### config.mk
export PLATFORM = sky130hd
export DESIGN_NAME = fifo_drain_control_flat
export DESIGN_NICKNAME = d
export VERILOG_FILES = /design/src/rtl/cnn_pkg.sv /design/src/rtl/fifo_drain_control_if.sv /design/src/rtl/drain_position_counter.sv /design/src/rtl/fifo_drain_control.sv /design/src/flat_wrapper.sv
export SDC_FILE = /design/constraint.sdc
export NUM_CORES = 1
export LEC_CHECK = 0
export CORE_MARGIN = 2
export CORE_UTILIZATION = 55
export CTS_CLUSTER_SIZE = 25
export DETAILED_ROUTE_END_ITERATION = 6
export DONT_BUFFER_PORTS = 1
export GPL_TIMING_DRIVEN = 1
export MAX_ROUTING_LAYER = met4
export PLACE_DENSITY = 0.8
export SLEW_MARGIN = 20
export SYNTH_ARGS = -nofsm -noshare
export SYNTH_HDL_FRONTEND = slang
export SYNTH_SLANG_ARGS = --single-unit
### constraint.sdc
create_clock -name clk -period 3.5 [get_ports clk]
set_input_delay 0 -clock clk [delete_from_list [all_inputs] [get_ports clk]]
set_output_delay 0 -clock clk [all_outputs]
set_load 0.05 [all_outputs]
### src/rtl/cnn_pkg.sv
// Shared definitions for the CNN accelerator data movers: FSM state
// encodings and default bus/dimension widths.
package cnn_pkg;

  localparam int DATA_SIZE     = 8;
  localparam int ARRAY_SIZE    = 9;
  localparam int DIM_DATA_SIZE = 8;
  localparam int ADDR_SIZE     = 20;

  // Encodings are visible on the debug state port, so the values are fixed.
  typedef enum logic [2:0] {
    IDLE  = 3'd0,
    CALC  = 3'd1,
    CHECK = 3'd2,
    READ  = 3'd3,
    WRITE = 3'd4,
    DONE  = 3'd5
  } drain_state_t;

endpackage

### src/rtl/fifo_drain_control_if.sv
// Bus bundle between the drain controller, the output FIFO bank (pop strobes,
// empty flags, shared read data) and the feature-map memory write port.
interface fifo_drain_control_if import cnn_pkg::*; #(
  parameter int data_size  = DATA_SIZE,
  parameter int array_size = ARRAY_SIZE,
  parameter int addr_size  = ADDR_SIZE
) ();

  logic [array_size-1:0] fifo_empty;
  logic [data_size-1:0]  bus_in;
  logic [array_size-1:0] read_enable_out;
  logic [addr_size-1:0]  mem_address;
  logic [data_size-1:0]  mem_data;
  logic                  mem_write;

  // The controller side: consumes FIFO status/data, drives pops and writes.
  modport master (
    input  fifo_empty,
    input  bus_in,
    output read_enable_out,
    output mem_address,
    output mem_data,
    output mem_write
  );

  // The FIFO bank / memory side.
  modport slave (
    output fifo_empty,
    output bus_in,
    input  read_enable_out,
    input  mem_address,
    input  mem_data,
    input  mem_write
  );

endinterface

### src/rtl/drain_position_counter.sv
// Row/column walker for the row-major drain, plus a running write address
// that steps by one per element so no multiplier is needed.
module drain_position_counter import cnn_pkg::*; #(
  parameter int dim_size  = DIM_DATA_SIZE + 1,
  parameter int addr_size = ADDR_SIZE
) (
  input  logic                 clk,
  input  logic                 reset,
  input  logic                 clear,
  input  logic                 advance,
  input  logic [dim_size-1:0]  ow,
  input  logic [dim_size-1:0]  oh,
  input  logic [addr_size-1:0] initial_address,
  output logic [dim_size-1:0]  c,
  output logic [addr_size-1:0] address,
  output logic                 last
);

  localparam logic [dim_size-1:0] ONE = dim_size'(1);

  logic [dim_size-1:0]  r_reg;
  logic [dim_size-1:0]  c_reg;
  logic [addr_size-1:0] address_reg;
  logic                 col_last;

  assign col_last = (c_reg == ow - ONE);
  assign last     = col_last && (r_reg == oh - ONE);
  assign c        = c_reg;
  assign address  = address_reg;

  // Clear loads the base address; each advance steps column, wrapping into the next row.
  always_ff @(posedge clk or negedge reset) begin
    if (!reset) begin
      r_reg       <= '0;
      c_reg       <= '0;
      address_reg <= '0;
    end else if (clear) begin
      r_reg       <= '0;
      c_reg       <= '0;
      address_reg <= initial_address;
    end else if (advance) begin
      address_reg <= address_reg + addr_size'(1);
      if (col_last) begin
        c_reg <= '0;
        r_reg <= r_reg + ONE;
      end else begin
        c_reg <= c_reg + ONE;
      end
    end
  end

endmodule

### src/rtl/fifo_drain_control.sv
// Drains convolution results from the per-column output FIFOs one element at
// a time (CHECK -> READ -> WRITE) and writes them row-major from a base address.
module fifo_drain_control import cnn_pkg::*; #(
  parameter int data_size     = DATA_SIZE,
  parameter int array_size    = ARRAY_SIZE,
  parameter int dim_data_size = DIM_DATA_SIZE,
  parameter int addr_size     = ADDR_SIZE
) (
  input  logic                     clk,
  input  logic                     reset,
  input  logic                     enable,
  input  logic [addr_size-1:0]     initial_address,
  input  logic [dim_data_size-1:0] weight_size,
  input  logic [dim_data_size-1:0] image_height,
  input  logic [dim_data_size-1:0] image_width,
  fifo_drain_control_if.master     bus,
  output logic [2:0]               state,
  output logic                     done
);

  // One extra bit so K > H / K > W / OW > array_size cannot hide behind a wrap.
  localparam int DW = dim_data_size + 1;
  localparam logic [DW-1:0] ARRAY_LIMIT = DW'(array_size);
  localparam logic [DW-1:0] ONE         = DW'(1);

  drain_state_t state_reg, state_next;

  logic [DW-1:0] k_ext, h_ext, w_ext;
  logic [DW-1:0] ow_calc, oh_calc;
  logic          config_invalid;

  logic [DW-1:0] ow_reg, oh_reg;
  logic [data_size-1:0] data_reg;
  logic [addr_size-1:0] mem_address_reg;

  logic                  clear, advance;
  logic [DW-1:0]         col;
  logic [addr_size-1:0]  address;
  logic                  last;
  logic [array_size-1:0] col_sel;
  logic [array_size-1:0] pop_sel;
  logic                  empty_at_col;

  assign k_ext   = {1'b0, weight_size};
  assign h_ext   = {1'b0, image_height};
  assign w_ext   = {1'b0, image_width};
  assign ow_calc = w_ext - k_ext + ONE;
  assign oh_calc = h_ext - k_ext + ONE;

  // K > W is tested before ow_calc is trusted, so its possible wrap is harmless.
  assign config_invalid = (k_ext == '0) || (k_ext > h_ext) || (k_ext > w_ext) ||
                          (ow_calc > ARRAY_LIMIT);

  drain_position_counter #(
    .dim_size  (DW),
    .addr_size (addr_size)
  ) u_position (
    .clk             (clk),
    .reset           (reset),
    .clear           (clear),
    .advance         (advance),
    .ow              (ow_reg),
    .oh              (oh_reg),
    .initial_address (initial_address),
    .c               (col),
    .address         (address),
    .last            (last)
  );

  // One-hot decode of the current column; columns >= OW are never selected
  // because the counter wraps at OW.
  generate
    for (genvar gi = 0; gi < array_size; gi++) begin : g_col_sel
      assign col_sel[gi] = (col == DW'(gi));
    end
  endgenerate

  assign empty_at_col = |(bus.fifo_empty & col_sel);

  // State register.
  always_ff @(posedge clk or negedge reset) begin
    if (!reset) begin
      state_reg <= IDLE;
    end else begin
      state_reg <= state_next;
    end
  end

  // Next-state logic and per-state strobes; the pop is gated by the live
  // empty flag so a pop never coincides with an empty FIFO.
  always_comb begin
    state_next = state_reg;
    pop_sel    = '0;
    clear      = 1'b0;
    advance    = 1'b0;
    case (state_reg)
      IDLE: begin
        if (enable) state_next = CALC;
      end
      CALC: begin
        clear      = 1'b1;
        state_next = config_invalid ? DONE : CHECK;
      end
      CHECK: begin
        if (!empty_at_col) begin
          pop_sel    = col_sel;
          state_next = READ;
        end
      end
      READ: begin
        state_next = WRITE;
      end
      WRITE: begin
        advance    = 1'b1;
        state_next = last ? DONE : CHECK;
      end
      DONE: begin
        if (!enable) state_next = IDLE;
      end
      default: begin
        state_next = IDLE;
      end
    endcase
  end

  // Output dimensions are captured once per job so mid-drain input changes are ignored.
  always_ff @(posedge clk or negedge reset) begin
    if (!reset) begin
      ow_reg <= '0;
      oh_reg <= '0;
    end else if (state_reg == CALC) begin
      ow_reg <= ow_calc;
      oh_reg <= oh_calc;
    end
  end

  // Popped data arrives one cycle after the pop; capture it with its address
  // so both stay stable through the write and until the next one.
  always_ff @(posedge clk or negedge reset) begin
    if (!reset) begin
      data_reg        <= '0;
      mem_address_reg <= '0;
    end else if (state_reg == READ) begin
      data_reg        <= bus.bus_in;
      mem_address_reg <= address;
    end
  end

  assign bus.read_enable_out = pop_sel;
  assign bus.mem_write       = (state_reg == WRITE);
  assign bus.mem_address     = mem_address_reg;
  assign bus.mem_data        = data_reg;
  assign done                = (state_reg == DONE);
  assign state               = state_reg;

endmodule

### src/flat_wrapper.sv
// flat-port wrapper written by rule: the top's interface ports become plain ports
module fifo_drain_control_flat import cnn_pkg::*;
#(
  parameter int data_size     = DATA_SIZE,
  parameter int array_size    = ARRAY_SIZE,
  parameter int dim_data_size = DIM_DATA_SIZE,
  parameter int addr_size     = ADDR_SIZE
)
  (clk, reset, enable, initial_address, weight_size, image_height, image_width, state, done, bus_fifo_empty, bus_bus_in, bus_read_enable_out, bus_mem_address, bus_mem_data, bus_mem_write);
  fifo_drain_control_if #(.data_size(data_size), .array_size(array_size), .addr_size(addr_size)) bus_i ();
  input  logic clk;
  input  logic reset;
  input  logic enable;
  input  logic [addr_size-1:0] initial_address;
  input  logic [dim_data_size-1:0] weight_size;
  input  logic [dim_data_size-1:0] image_height;
  input  logic [dim_data_size-1:0] image_width;
  output logic [2:0] state;
  output logic done;
  input wire logic [$bits(bus_i.fifo_empty)-1:0] bus_fifo_empty;
  input wire logic [$bits(bus_i.bus_in)-1:0] bus_bus_in;
  output wire logic [$bits(bus_i.read_enable_out)-1:0] bus_read_enable_out;
  output wire logic [$bits(bus_i.mem_address)-1:0] bus_mem_address;
  output wire logic [$bits(bus_i.mem_data)-1:0] bus_mem_data;
  output wire logic [$bits(bus_i.mem_write)-1:0] bus_mem_write;
  assign bus_i.fifo_empty = bus_fifo_empty;
  assign bus_i.bus_in = bus_bus_in;
  assign bus_read_enable_out = bus_i.read_enable_out;
  assign bus_mem_address = bus_i.mem_address;
  assign bus_mem_data = bus_i.mem_data;
  assign bus_mem_write = bus_i.mem_write;
  fifo_drain_control #(.data_size(data_size), .array_size(array_size), .dim_data_size(dim_data_size), .addr_size(addr_size)) u_core (.clk(clk), .reset(reset), .enable(enable), .initial_address(initial_address), .weight_size(weight_size), .image_height(image_height), .image_width(image_width), .bus(bus_i), .state(state), .done(done));
endmodule
==> results of run 1 <==
==> logic make-up after synthesis <==
logic type,count (synthesis)
compound gates,120
flops,87
mux,36
simple gates,208
fa+ha+maj,56
buf+inv,74
xor+xnor,56
==> through the flow <==
stage                     worst slack (ns)  instances  instance area, µm²
after detailed placement            0.7664        761                6061
final                               0.4603        813                6628
after CTS                           0.4600        813                6628
after global routing                0.2655        813                6628
after global placement              0.9681        761                6061
after floorplan                     0.5913        637                5888
==> worst max-delay path by stage <==
stage                                start                         end  slack, ns  depth (start not counted)
floorplan                  u_core.state[1]      bus_read_enable_out[4]       0.59                          5
CTS                 u_core.u_position.c[1]      bus_read_enable_out[2]       0.46                         10
finish              u_core.u_position.c[1]      bus_read_enable_out[3]       0.46                         10
detailed placement        u_core.ow_reg[0]  u_core.u_position.r_reg[5]       0.77                          9
global placement          u_core.ow_reg[0]  u_core.u_position.r_reg[5]       0.97                          9
global route        u_core.u_position.c[1]      bus_read_enable_out[1]       0.27                         10
==> cell usage in the layout (no fill, tap or decap), types with 5 or more instances in the layout <==
cell type | synthesis | layout
sky130_fd_sc_hd__o21ai_1 | 16 | 16
sky130_fd_sc_hd__dlygate4sd3_1 | 0 | 35
sky130_fd_sc_hd__buf_4 | 2 | 14
sky130_fd_sc_hd__dfrtp_1 | 87 | 87
sky130_fd_sc_hd__nor4_1 | 8 | 7
sky130_fd_sc_hd__xnor2_1 | 30 | 30
sky130_fd_sc_hd__o22ai_1 | 5 | 5
sky130_fd_sc_hd__a21o_1 | 8 | 8
sky130_fd_sc_hd__clkbuf_8 | 0 | 10
sky130_fd_sc_hd__nand3_1 | 17 | 17
sky130_fd_sc_hd__mux2i_1 | 9 | 9
sky130_fd_sc_hd__nand2_1 | 75 | 75
sky130_fd_sc_hd__a211o_1 | 5 | 5
sky130_fd_sc_hd__nor2_1 | 35 | 35
sky130_fd_sc_hd__xor2_1 | 26 | 26
sky130_fd_sc_hd__inv_1 | 48 | 48
sky130_fd_sc_hd__nor3_1 | 14 | 14
sky130_fd_sc_hd__a211oi_1 | 5 | 5
sky130_fd_sc_hd__nand4_1 | 12 | 12
sky130_fd_sc_hd__and4_1 | 5 | 5
sky130_fd_sc_hd__mux2_2 | 27 | 27
sky130_fd_sc_hd__nand2b_1 | 7 | 7
sky130_fd_sc_hd__ha_1 | 51 | 51
sky130_fd_sc_hd__o21ai_0 | 37 | 37
sky130_fd_sc_hd__a21oi_1 | 21 | 21
sky130_fd_sc_hd__and3_1 | 6 | 6
sky130_fd_sc_hd__nor2b_1 | 6 | 6
==> area by class of cell <==
| cell class | count | area [µm²] |
|---|---|---|
| Multi-Input combinational cell | 476 | 3428 |
| Fill cell | 808 | 3742 |
| Tap cell | 136 | 170.2 |
| Inverter | 48 | 180.2 |
| Timing Repair Buffer | 50 | 483.0 |
| Clock inverter | 6 | 51.30 |
| Sequential cell | 87 | 2177 |
| Clock buffer | 10 | 137.6 |
==> worst register-to-register path, delay by kind of cell, from the launching register on <==
kind            cells  cell delay (ns)
mux                 1             0.22
compound gates      2             0.63
fa+ha+maj           1             0.16
simple gates        4             1.19
flops               1             0.42
buf+inv             1             0.09
==> metal layers <==
metal	routed length, µm	up-vias
met2	6771	174
li1	-	2279
met3	814	26
met5	0	-
met1	5376	2299
met4	235	0
==> power by group <==
| group | internal (W) | switching [W] |
|---|---|---|
| combinational | 0.000840 | 0.00109 |
| sequential | 0.00141 | 0.00108 |
| clock | 0.000287 | 0.000392 |
| total | 0.00254 | 0.00256 |
==> repair_timing <==
action / 4_1_cts / 5_1_grt
setup endpoints to repair: 0 / 0
resized for setup: 0 / 0
endpoints found under the hold margin: 122 / 0
setup buffers: 0 / 0
hold buffers: 36 / 0
==> run summary, run 1 <==
The tool flagged a number of max-cap violations equal to 0. The post-synthesis sequential element count was 87; the number of slew-limit violations in the final report was 0. Post-synthesis share of cell area spent on and, or, nand and nor gates: 0.1793. The most common flop cell mapped by yosys is sky130_fd_sc_hd__dfrtp_1. For the cell count after synthesis, the log shows 637. The number of cells on the worst reg-to-reg path is 9. The post-synthesis mux area share was 0.06694. The utilization of the core after routing was 0.6391; the clock edge transition at the registers on the reported setup and hold paths was 0.09 ns.

The tools report the final worst hold slack as 0.01418 ns. The most frequent cell after synthesis was sky130_fd_sc_hd__dfrtp_1. The count of nets left with antenna violations once routing finished came out at 0.

The worst register-to-register path has a setup slack of 0.73 ns. Average via count per standard cell: 5.877. Sort of element at the start of the critical path: a register. In this run the vertical extent of the chip is 107.5 µm. The largest individual stage delay along the critical path comes from the cell sky130_fd_sc_hd__dfrtp_1. The core area is 10,370 µm². The tools report the endpoint of the worst hold path as u_core.ow_reg[8]. The largest fanout of any net on the critical path is 6. At the pin with the least slew margin, the transition time is 0.7168 ns. The worst path required time is 3.50 ns, and the I/O pin count is 106. The critical path buffer and inverter count works out to 2. Derived from the worst setup path, the maximum achievable clock frequency is 329.0 MHz. For the final number of hold-violating endpoints, the log shows 0. By area, the combinational part of the netlist is dominated by simple AND/OR/NAND/NOR gates.

The total track usage is 0.2462, and the standard-cell row count is 37. The worst register-to-register path ends at u_core.u_position.r_reg[5]. The run gives 0.005101 W as the post-layout total power. Ranked by instance count, the synthesized netlist is headed by sky130_fd_sc_hd__dfrtp_1, sky130_fd_sc_hd__nand2_1, sky130_fd_sc_hd__ha_1. The fraction of met2 tracks used by global routing came out at 0.4322. Power spread over the standard cell area amounts to 769.7 nW/µm². The routed design has 13,200 µm of wire. The busiest layer in global routing is met2.

Yosys mapped a number of flops with a built-in enable equal to 0. The tools report the buffer type at the clock tree root as sky130_fd_sc_hd__clkbuf_8. In this run the horizontal extent of the chip is 107.5 µm. The via count of the first global-routing pass was 4,905. Setup repair after global routing left no endpoint under its margin. The number of different library cells used by synthesis comes to 57. For the global routing usage on met3, the log shows 0.05387. Post-synthesis cell type with the largest combined area: sky130_fd_sc_hd__dfrtp_1. At the end of routability-driven placement, the weighted congestion stood at 0.9364.

The startpoint identified for the worst hold timing path is image_width[7]. The min-delay analysis places its worst path in the category input port to register. VDD sags by at most 422.2 µV.

For the met1 track demand over resource, the log shows 0.2765. The detailed router finished its first iteration with 311 violations. The detailed-route via count was 4,778. The clock passes through at most 2 buffers. The share of synthesized cell area in full adder, half adder and majority cells is 0.1237, and the number of clock sinks seen by CTS is 87. From synthesis to final layout, the design area changed by 12.56%. By area the synthesized netlist is led by sky130_fd_sc_hd__dfrtp_1, sky130_fd_sc_hd__ha_1, sky130_fd_sc_hd__mux2_2. The area fraction in compound gates after synthesis was 0.1271; the full die area was 11,550 µm².

Buffers inserted during clock tree synthesis total 9. TritonCTS built the clock tree. The tools report the part of the Yosys area used for sequential elements as 0.3697. The run gives 0 as the initial antenna violation count. The worst register-to-register path begins at u_core.ow_reg[0].

The worst hold path was traced through 3 stages. The kind of cell with the highest combined delay along the critical path is simple AND/OR/NAND/NOR gates. The worst setup path is of the register to output port kind.

Post-synth design cell area: 5888 µm². On the worst path, the slowest cell contributes a delay of 0.47 ns. The Yosys step of the flow raised 0 warnings.

The portion of the clock cycle consumed by the worst path in the final layout was 0.8685. Antenna diode count: 0. Adding up every negative setup slack in the final design gives 0 ns.

The HPWL after detailed placement is 9716 µm. The share of synthesized registers carrying an async set or reset was 1.000. STA classifies the critical path endpoint as an output port.

Subtracting the final worst setup slack from the clock period gives 3.040 ns. The clock arrives with 0.007770 ns of skew. The H-tree was split into 3 levels.

Share of the synthesized area in the top cell type: 0.3697. The number of nets handed over by synthesis was 756. The worst slew slack as a fraction of its limit came out at 0.5221. The detail-routed net length per standard cell is 16.23 µm. Sum of overflow across all layers after global routing: 0. Walking the worst path, the cells encountered are inv_1 > ha_1 > a221oi_1 > a21oi_1 > nor3_1 > nor2_1 > or3_1 > or3_1 > nor2_1 > buf_4. The run gives 3.004 nW as the leakage power. The average instance in the mapped netlist occupies 9.244 µm². For the starting utilization of the core area, the log shows 0.5678.

The fraction of layout cells with a size suffix above 1 was 0.1049; the total setup violations reported at the end of the flow was 0. For this run, design rule violations remaining after detail routing come to 0. The critical path arrival came out at 3.04 ns.

The final layout contains 791 nets. The source-to-sink clock delay at the later pin of the worst-skew pair is 0.37 ns, and the number of port buffers is 0. The first global-routing pass estimated 22,380 µm of wire.

The run gives 88 as the pin count of the biggest net entering global routing. The run finished with clean final reports. The xor and xnor fraction of the mapped netlist area was 0.08330; the length of the first detailed-routing pass in iterations was 5.
No activity file was read; power rests on OpenSTA's default activity.
==> inputs of run 2 (changes only) <==
- CORE_MARGIN: 2 -> unset
==> run 2 against run 1 <==
  * Sequential power about the same
  * Via count decreased by 0.27%
  * Die area shrank 3.7%
  * Total power down 0.16%
  * Clock skew grew 0.0031 ns
  * Worst setup slack better by 0.022 ns
  * Register-to-register slack better by 0.05 ns
  * Utilization is essentially flat
  * Maximum frequency is 0.74% higher
  * Non-clock buffer count did not move
  * Final cell count is the same
==> run summary, run 2 (synthesized netlist as in run 1, its figures left out) <==
The run finished with clean final reports. For the total setup violations reported at the end of the flow, the log shows 0. In this run the worst hold path is classified as input port to register. The portion of total power attributed to the clock network was 0.129; the switching part of the total power was 0.5023. The combinational cell fraction of total power was 0.382. The total track usage was 0.2474; the critical path arrival was 3.02 ns. At the pin with the least slew margin, the transition time is 0.7237 ns.

The signal on the critical path passes through inv_1 > ha_1 > a221oi_1 > a21oi_1 > nor3_1 > nor2_1 > or3_1 > or3_1 > nor2_1 > buf_4. Weighted congestion at the end of routability-driven global placement: 0.8988. For the achievable frequency, the log shows 331.4 MHz. The fraction of layout cells with a size suffix above 1 came out at 0.1034.

After filler insertion, the fill cell instance count of the layout stands at 848. 106 I/O pins were placed. At the later pin of the worst-skew pair, clock insertion delay measures 0.35 ns.

The multi-input combinational cells in the finished layout cover a total of 3428 µm². Row generation in the floorplan step produced 37 rows. TritonCTS built the clock tree. The portion of the clock cycle consumed by the worst path in the final layout is 0.8621.

The number of port buffers is 0. The worst hold path terminates at u_core.ow_reg[8]. For this run, design rule violations remaining after detail routing come to 0. The final number of hold-violating endpoints is 0, and the clock edge transition at the registers on the reported setup and hold paths is 0.10 ns. The run gives 4,765 as the detailed-route via count.

The startpoint identified for the worst hold timing path is image_width[7]. The H-tree was split into 3 levels. The net total in the final layout is 791, and the worst path required time is 3.50 ns.

The top cell types in the final layout, fill and taps aside, are sky130_fd_sc_hd__dfrtp_1, sky130_fd_sc_hd__nand2_1, sky130_fd_sc_hd__ha_1, sky130_fd_sc_hd__inv_1, sky130_fd_sc_hd__o21ai_0. The sort of element at the start of the critical path is a register. The die outline height works out to 105.5 µm. The most common library cell in the layout ignoring fill and taps was sky130_fd_sc_hd__dfrtp_1.

Setup repair after global routing left no endpoint under its margin. The initial antenna violation count was 0. The via count of the first global-routing pass is 4,761, and the clock skew is 0.01083 ns.

The sum of routed wire length over all layers was 12,930 µm; the power density of the placed cells was 768.0 nW/µm². The detail route stage leaves a number of antenna-violating nets equal to 0. Pin count of the biggest net entering global routing: 88. The detail-routed net length per standard cell was 15.90 µm; the sequential group share of total power was 0.489. Peak per-stage delay on the critical path: 0.48 ns. The die covers 11,120 µm². The number of clock buffers added by TritonCTS is 9. Max-cap violations in this run came to 0. The tools report the worst setup timing slack at the placement stage as 0.8082 ns. The area taken by flip-flops and latches is 2177 µm², and the maximum VDD drop is 431.3 µV. The starting utilization of the core area is 0.5678.

The endpoint identified for the worst register-to-register timing path is u_core.u_position.r_reg[5]. The number of antenna diodes in the final layout is 0. The post-layout minimum cycle time came out at 3.017 ns. The first global-routing pass estimated 21,870 µm of wire.

Counting every sink on the clock net gives 87. The core region is 10,370 µm². The worst register-to-register path has a depth of 9. The largest fanout of any net on the critical path was 6. The buffer type at the clock tree root is sky130_fd_sc_hd__clkbuf_8. The HPWL after detailed placement came out at 9575 µm. STA classifies the critical path endpoint as an output port. The die is 105.5 µm wide.

The worst slew slack as a fraction of its limit was 0.5154. The number of slew-limit violations in the final report was 0; the number of instances on the worst hold path was 3. The largest individual stage delay along the critical path comes from the cell sky130_fd_sc_hd__dfrtp_1. The length of the first detailed-routing pass in iterations was 5; the DRC violation total after the first TritonRoute iteration was 266. Relative to the synthesized area, the layout overhead comes to 12.62%.

For the switching component of the power, the log shows 0.002558 W. The logs give 0 for the sum of overflow across all layers after global routing and 2.998 nW for the leakage power. The final worst hold slack is 0.02349 ns, and the average via count per standard cell is 5.861. The reg-to-reg setup timing slack came out at 0.78 ns. In this run the deepest clock path goes through 2 buffers.

The type of the setup path with the least slack is register to output port. In this run the critical register-to-register path is launched from u_core.ow_reg[0]. The internal power contribution is 0.002535 W. Setup slack closes at 0.4826 ns. Setup total negative slack on the finished layout was measured at 0 ns.
-- run 2: metal layers --
metal	up-vias	global-route usage	share of wire
met5	-	-	0
met4	0	0.08954	0.013
met3	15	0.03401	0.054
met2	161	0.4258	0.50
met1	2312	0.2967	0.43
li1	2277	-	-
-- run 2: power groups by stage --
stage / combinational (W) / clock [W] / sequential (W)
after floorplan: 0.00156 / 0 / 0.00236
after global placement: 0.00178 / 0 / 0.00247
after detailed placement: 0.00187 / 0 / 0.00250
after CTS: 0.00194 / 0.000661 / 0.00248
after global routing: 0.00219 / 0.000698 / 0.00255
final: 0.00195 / 0.000656 / 0.00249
-- run 2: worst max path at each step --
stage                                  to  slack [ns]                   start  depth (start not counted)
6_report           bus_read_enable_out[3]        0.48  u_core.u_position.c[1]                         10
5_1_grt            bus_read_enable_out[3]        0.31  u_core.u_position.c[0]                         10
4_1_cts            bus_read_enable_out[3]        0.49  u_core.u_position.c[0]                         10
3_5_place_dp   u_core.u_position.r_reg[5]        0.81        u_core.ow_reg[0]                          9
3_3_place_gp       bus_read_enable_out[3]        0.93  u_core.u_position.c[0]                         10
2_1_floorplan      bus_read_enable_out[4]        0.59         u_core.state[1]                          5
-- run 2: through the flow --
stage	util	instance area (µm²)	total power, W	std cells
4_1_cts	0.6395	6631	0.005079	813
5_1_grt	0.6395	6631	0.005442	813
3_5_place_dp	0.5857	6073	0.004377	761
2_1_floorplan	-	5888	0.003913	637
3_3_place_gp	0.5857	6073	0.004255	761
6_report	0.6395	6631	0.005093	813
-- run 2: what timing repair did --
action,CTS,global route
resized for setup,0,0
setup buffers,0,0
hold endpoints to repair,122,0
hold buffers,36,0
-- run 2: layout make-up --
type | instances | share of cell area
multi-input cells | 476 | 0.5170
flip-flops and latches | 87 | 0.3283
repair buffers | 50 | 0.07472
inverters | 48 | 0.02717
well taps | 136 | 0.02566
clock buffers | 10 | 0.01925
clock inverters | 6 | 0.007925
-- run 2: critical path: cells and delay by family, from the launching register on --
family	cells	cell delay, ns
AO/OA/AOI/OAI	2	0.40
adder cells (fa/ha/maj)	1	0.24
buffers and inverters	2	0.33
flip-flops	1	0.48
AND/OR/NAND/NOR	5	1.21
